==> src/rtl/split_reg_pkg.sv <==
// split_reg_pkg: bus widths, state encoding and sizing helpers shared by the splitter.
package split_reg_pkg;
  typedef enum logic [1:0] {IDLE = 2'd0, REQ = 2'd1, RESP = 2'd2} state_e;
  function automatic int req_w(input int aw, input int dw);
    return 1 + aw + dw + dw / 8;
  endfunction
  function automatic int resp_w(input int dw);
    return dw + 1;
  endfunction
  function automatic int sel_w(input int n);
    return n <= 2 ? 1 : $clog2(n);
  endfunction
  function automatic int cnt_w(input int t);
    return t <= 2 ? 1 : $clog2(t);
  endfunction
endpackage

==> src/rtl/split_reg_timer.sv <==
// split_reg_timer: counts cycles spent waiting on a slave and flags the last allowed one.
module split_reg_timer import split_reg_pkg::*; #(
  parameter int TIMEOUT = 256
)(
  input  logic clk,
  input  logic rst_n,
  input  logic i_en,
  output logic o_expired
);
  localparam int CW = cnt_w(TIMEOUT);
  localparam logic [CW-1:0] LAST = CW'(TIMEOUT == 0 ? 0 : TIMEOUT - 1);
  logic [CW-1:0] r_cnt;
  always_ff @(posedge clk or negedge rst_n)
    if (!rst_n) r_cnt <= '0;
    else        r_cnt <= i_en ? r_cnt + 1'b1 : '0;
  assign o_expired = (TIMEOUT != 0) && i_en && (r_cnt == LAST);
endmodule

==> src/rtl/split_reg.sv <==
// split_reg: registered one-master-to-N-slaves address splitter with decode-error and
// timeout protection; the route stays locked until the selected slave answers.
module split_reg import split_reg_pkg::*; #(
  parameter int N_SLAVES = 2,
  parameter int ADDR_W   = 32,
  parameter int DATA_W   = 32,
  parameter int TIMEOUT  = 256
)(
  input  logic                                     clk,
  input  logic                                     rst_n,
  input  logic [req_w(ADDR_W, DATA_W)-1:0]          m_req,
  output logic [resp_w(DATA_W)-1:0]                 m_resp,
  output logic [N_SLAVES*req_w(ADDR_W, DATA_W)-1:0] s_req,
  input  logic [N_SLAVES*resp_w(DATA_W)-1:0]        s_resp,
  input  logic                                     err_clr,
  output logic [1:0]                               err
);
  localparam int REQ_W  = req_w(ADDR_W, DATA_W);
  localparam int RESP_W = resp_w(DATA_W);
  localparam int NS     = sel_w(N_SLAVES);
  localparam int NP     = 2 ** NS;
  localparam logic [NS:0] NSL = N_SLAVES[NS:0];
  state_e r_state, w_next;
  logic [REQ_W-1:0]  r_req;
  logic [NS-1:0]     r_sel, w_sel;
  logic [DATA_W-1:0] r_rdata;
  logic [1:0]        r_err, w_err_set;
  logic              w_valid, w_dec_err, w_ack, w_expired;
  logic [RESP_W-1:0] w_resp [NP];
  assign w_valid   = m_req[REQ_W-1];
  // the select field is the top of the address, which sits just below valid
  assign w_sel     = m_req[REQ_W-2 -: NS];
  assign w_dec_err = {1'b0, w_sel} >= NSL;
  assign w_ack     = w_resp[r_sel][0];
  assign w_err_set = {r_state == REQ && !w_ack && w_expired,
                      r_state == IDLE && w_valid && w_dec_err};
  assign err       = r_err;
  for (genvar g = 0; g < NP; g++) begin : g_slot
    if (g < N_SLAVES) begin : g_real
      assign w_resp[g] = s_resp[g*RESP_W +: RESP_W];
      assign s_req[g*REQ_W +: REQ_W] = (r_state == REQ && r_sel == NS'(g)) ? r_req : '0;
    end else begin : g_pad
      assign w_resp[g] = '0;
    end
  end
  split_reg_timer #(.TIMEOUT(TIMEOUT)) u_timer (
    .clk       (clk),
    .rst_n     (rst_n),
    .i_en      (r_state == REQ),
    .o_expired (w_expired)
  );
  always_ff @(posedge clk or negedge rst_n)
    if (!rst_n) r_state <= IDLE;
    else        r_state <= w_next;
  always_comb
    w_next = r_state == IDLE ? (w_valid ? (w_dec_err ? RESP : REQ) : IDLE) :
             r_state == REQ  ? ((w_ack || w_expired) ? RESP : REQ) : IDLE;
  always_comb
    m_resp = r_state == RESP ? {r_rdata, 1'b1} : '0;
  always_ff @(posedge clk or negedge rst_n)
    if (!rst_n) begin
      r_req   <= '0;
      r_sel   <= '0;
      r_rdata <= '0;
      r_err   <= '0;
    end else begin
      if (r_state == IDLE && w_valid) begin
        r_req <= m_req;
        r_sel <= w_sel;
      end
      r_rdata <= w_err_set[0]                ? '0 :
                 (r_state == REQ && w_ack)   ? w_resp[r_sel][RESP_W-1:1] :
                 w_err_set[1]                ? '1 : r_rdata;
      // a new event in the same cycle as err_clr keeps its flag set
      r_err   <= (r_err & {2{~err_clr}}) | w_err_set;
    end
endmodule

==> config.mk <==
export PLATFORM = sky130hd
export DESIGN_NAME = split_reg
export DESIGN_NICKNAME = d
export VERILOG_FILES = /design/src/rtl/split_reg_pkg.sv /design/src/rtl/split_reg_timer.sv /design/src/rtl/split_reg.sv
export SDC_FILE = /design/constraint.sdc
export NUM_CORES = 1
export LEC_CHECK = 0
export CELL_PAD_IN_SITES_DETAIL_PLACEMENT = 1
export CELL_PAD_IN_SITES_GLOBAL_PLACEMENT = 1
export CORE_MARGIN = 3
export CORE_UTILIZATION = 27
export CTS_BUF_LIST = sky130_fd_sc_hd__clkbuf_16
export CTS_CLUSTER_DIAMETER = 100
export CTS_CLUSTER_SIZE = 20
export DETAILED_ROUTE_END_ITERATION = 6
export GPL_TIMING_DRIVEN = 0
export PLACE_DENSITY_LB_ADDON = 0.1
export SLEW_MARGIN = 20
export SYNTH_ARGS = -nofsm -noshare
export SYNTH_HDL_FRONTEND = slang
export SYNTH_SLANG_ARGS = --single-unit
==> constraint.sdc <==
create_clock -name clk -period 1.99 [get_ports clk]
set_clock_uncertainty 0.2 [all_clocks]
set_input_delay 0.2985 -clock clk [delete_from_list [all_inputs] [get_ports clk]]
set_output_delay 0.2985 -clock clk [all_outputs]
set_load 0.01 [all_outputs]
==> impl_metrics.json <==
{
  "gp_congestion": 0.792,
  "grt_max_degree": 71,
  "clk_pin_slew_ps": 60,
  "maxCapViolCount": 0,
  "fin_nets": 1060,
  "path_delay_family": "buffers and inverters",
  "synth_cell_types": 31,
  "syn_nets": 680,
  "fmax_ghz": 0.426,
  "period_share_pct": 118,
  "ys_warn_count": 0,
  "cp_slowest_cell": "dfrtp_1",
  "crit_required_ps": 1490,
  "route.detailed.drc": 0,
  "vias_per_cell": 4.78,
  "first_pass_iters": 4,
  "seq_area_frac_synth_pct": 47.0,
  "total_power_w": 0.0175,
  "port_buffers": 309,
  "die_h_um": 155,
  "layout_commonest_cell": "buf_6",
  "drt_wl_total_mm": 25.8,
  "synth_area_um2": 6010,
  "crit_path_max_fanout": 8,
  "dp_hpwl_mm": 17.8,
  "routedWlPerCell_um": 21.3,
  "core_um2": 21400,
  "cts_buffers": 17,
  "reg2reg_from": "r_state[0]",
  "pwr-share-comb_pct": 59.6,
  "setup_viol": 199,
  "start_kind": "flip-flop",
  "crit_arrival_ps": 1850,
  "status": "complete, but fails checks",
  "worst_slew_pin_slew_ps": 741,
  "syn2layout_area_growth_pct": 92.3,
  "htreeDepth": 4,
  "grt_util_met3_pct": 6.34,
  "synth_area_leader_cell": "dfrtp_1",
  "synth_seq_cells": 113,
  "layout_setup_ws_ps": -359,
  "ir_drop_mv": 0.651,
  "crit_type": "flip-flop to output pin",
  "power.internal_w": 0.0113,
  "grt_remaining_overflow": 0,
  "dp.cells": 1126,
  "drive_gt1_share_pct": 58.8,
  "rsz0062_at_grt": "true",
  "use_met2_pct": 37.1,
  "ios": 311,
  "period_minus_slack_ps": 2350,
  "initial_core_util_pct": 28.1,
  "slowest_delay_ps": 430,
  "synth_top_area_share_pct": 47.0,
  "cts.path.max_buffers": 2,
  "clock-sinks": 113,
  "cp_common_cell": "buf_12",
  "hold_violations": 0,
  "fin_cells": 1209,
  "synthTopCellsByArea": "dfrtp_1 47%, mux2_2 13%, and2_1 11%, and3_1 7.1%, a22oi_2 5.8%",
  "setup-tns-final_ps": -43910,
  "root_buffer": "clkbuf_16",
  "grt_use_total_pct": 20.7,
  "slew_headroom_pct": 50.6,
  "cts_tree": "built",
  "power.density_nw_per_um2": 1510,
  "rrSetupSlack_ps": -50,
  "antenna_left": 0,
  "hold_class": "input port to asynchronous set/reset pin",
  "dp_slack_ps": -1220,
  "worst-path-buf-inv": 5,
  "grt_pass1_vias": 6610,
  "drv_slew": 0,
  "p_switching_w": 0.00619,
  "whs_ps": 175,
  "grt_pass1_wl_mm": 38.5,
  "synth_cells": 541,
  "p_seq_share_pct": 24.2,
  "met1_usage_pct": 23.6,
  "first_iter_violations": 168,
  "antenna_found_initial": 2,
  "end_kind": "output pin",
  "vias": 5778,
  "die_w_um": 155,
  "fill_cells": 2232,
  "switching_share_pct": 35.4,
  "final_cell_mix": "172 x buf_6, 138 x clkdlybuf4s50_1, 111 x dfrtp_1",
  "die_area_um2": 24100,
  "busiest_layer": "met2",
  "violations": "negative setup slack",
  "timing.rr.end": "r_rdata[27]",
  "rr_worst_depth": 7,
  "rows": 53,
  "clock_latency_ps": 420,
  "path_cells": "buf_6, nand2b_4, nor2_4, buf_12, buf_12, buf_8, and2_1, buf_4",
  "pwr-share-clk_pct": 16.2,
  "leakagePower_nw": 5.23,
  "avgSynthCellArea_um2": 11.1
}
worst register-to-register path: stages, from the launching register on:
cell      delay [ps]
dfrtp_1          430
buf_6            130
nand2b_4          70
buf_6            150
or4_4            510
buf_6            160
buf_6            160
a22oi_2          150
per-stage QoR:
step                      cell area, um2  utilization [%]
after floorplan                     6010                -
after global placement              9450             44.1
after detailed placement            9480             44.3
after CTS                          11000             51.2
after global routing               11600             54.0
final                              11600             54.0
power by group through the flow:
stage | Clock, W | Sequential [W] | Combinational, W
2_1_floorplan | 0 | 0.00379 | 0.00399
4_1_cts | 0.00292 | 0.00413 | 0.00943
6_report | 0.00283 | 0.00422 | 0.0104
3_3_place_gp | 0 | 0.00398 | 0.00722
3_5_place_dp | 0 | 0.00407 | 0.00742
5_1_grt | 0.00307 | 0.00438 | 0.0111
Yosys cell counts (all sizes together):
cell      n
dfrtp   113
and2    103
mux2     69
and3     68
a21oi    35
clkbuf   33
a22oi    32
mux2i    32
buf      20
nor2      6
nand2     4
nand3     3
nor2b     3
o21ai     3
or3       3
inv       2
xor2      2
a21o      1
conb      1
ha        1
nand2b    1
nand4     1
nor3b     1
o22ai     1
or2       1
or4       1
xnor2     1
worst max path at each step:
| stage | startpoint | endpoint | cells past startpoint |
|---|---|---|---|
| floorplan | r_state[1] | s_req[47] | 6 |
| global placement | rst_n | r_req[60] | 1 |
| detailed placement | r_state[1] | s_req[59] | 7 |
| CTS | r_state[1] | s_req[66] | 6 |
| global route | r_state[0] | s_req[47] | 8 |
| finish | r_state[0] | s_req[47] | 8 |
registers in the layout, summed over array words and instances (netlist names):
register / count
r_state: 2
err: 2
r_req: 69
r_rdata: 32
u_timer.r_cnt: 8
area by class of cell:
class                      count  area (um2)  area share [%]
timing repair buffer         367        3900            33.7
multi-input combinational    373        3480            30.1
sequential                   113        2830            24.5
buffer                        47         467            4.04
clock buffer                  17         425            3.68
tap                          275         344            2.98
clock inverter                13         106           0.920
inverter                       2        7.51          0.0649
antenna                        2        5.00          0.0433
cell families (layout without fill, tap and decap cells):
logic type | Yosys count | in the layout | share of synthesized area, %
other cells | 1 | 3 | 0.0624
simple gates | 195 | 195 | 19.9
flops | 113 | 113 | 47.0
fa+ha+maj | 1 | 1 | 0.208
mux | 101 | 101 | 18.2
xor+xnor | 3 | 3 | 0.437
buf+inv | 55 | 446 | 4.39
compound gates | 72 | 72 | 9.72
layer usage:
metal | vias up | wire [um]
li1 | 2655 | -
met1 | 2895 | 10100
met2 | 197 | 13600
met3 | 31 | 1610
met4 | 0 | 580
met5 | - | 0
what timing repair did:
| action | 4_1_cts | 5_1_grt |
|---|---|---|
| buffers inserted | 43 | 3 |
| endpoints found under the setup margin | 268 | 228 |
| gates cloned | 13 | 1 |
| endpoints found under the hold margin | 43 | 0 |
| pin swaps | 45 | 11 |
| gates resized for setup | 991 | 173 |
| hold buffers | 1 | 0 |
Note: power is estimated with default switching activity, not from simulation.
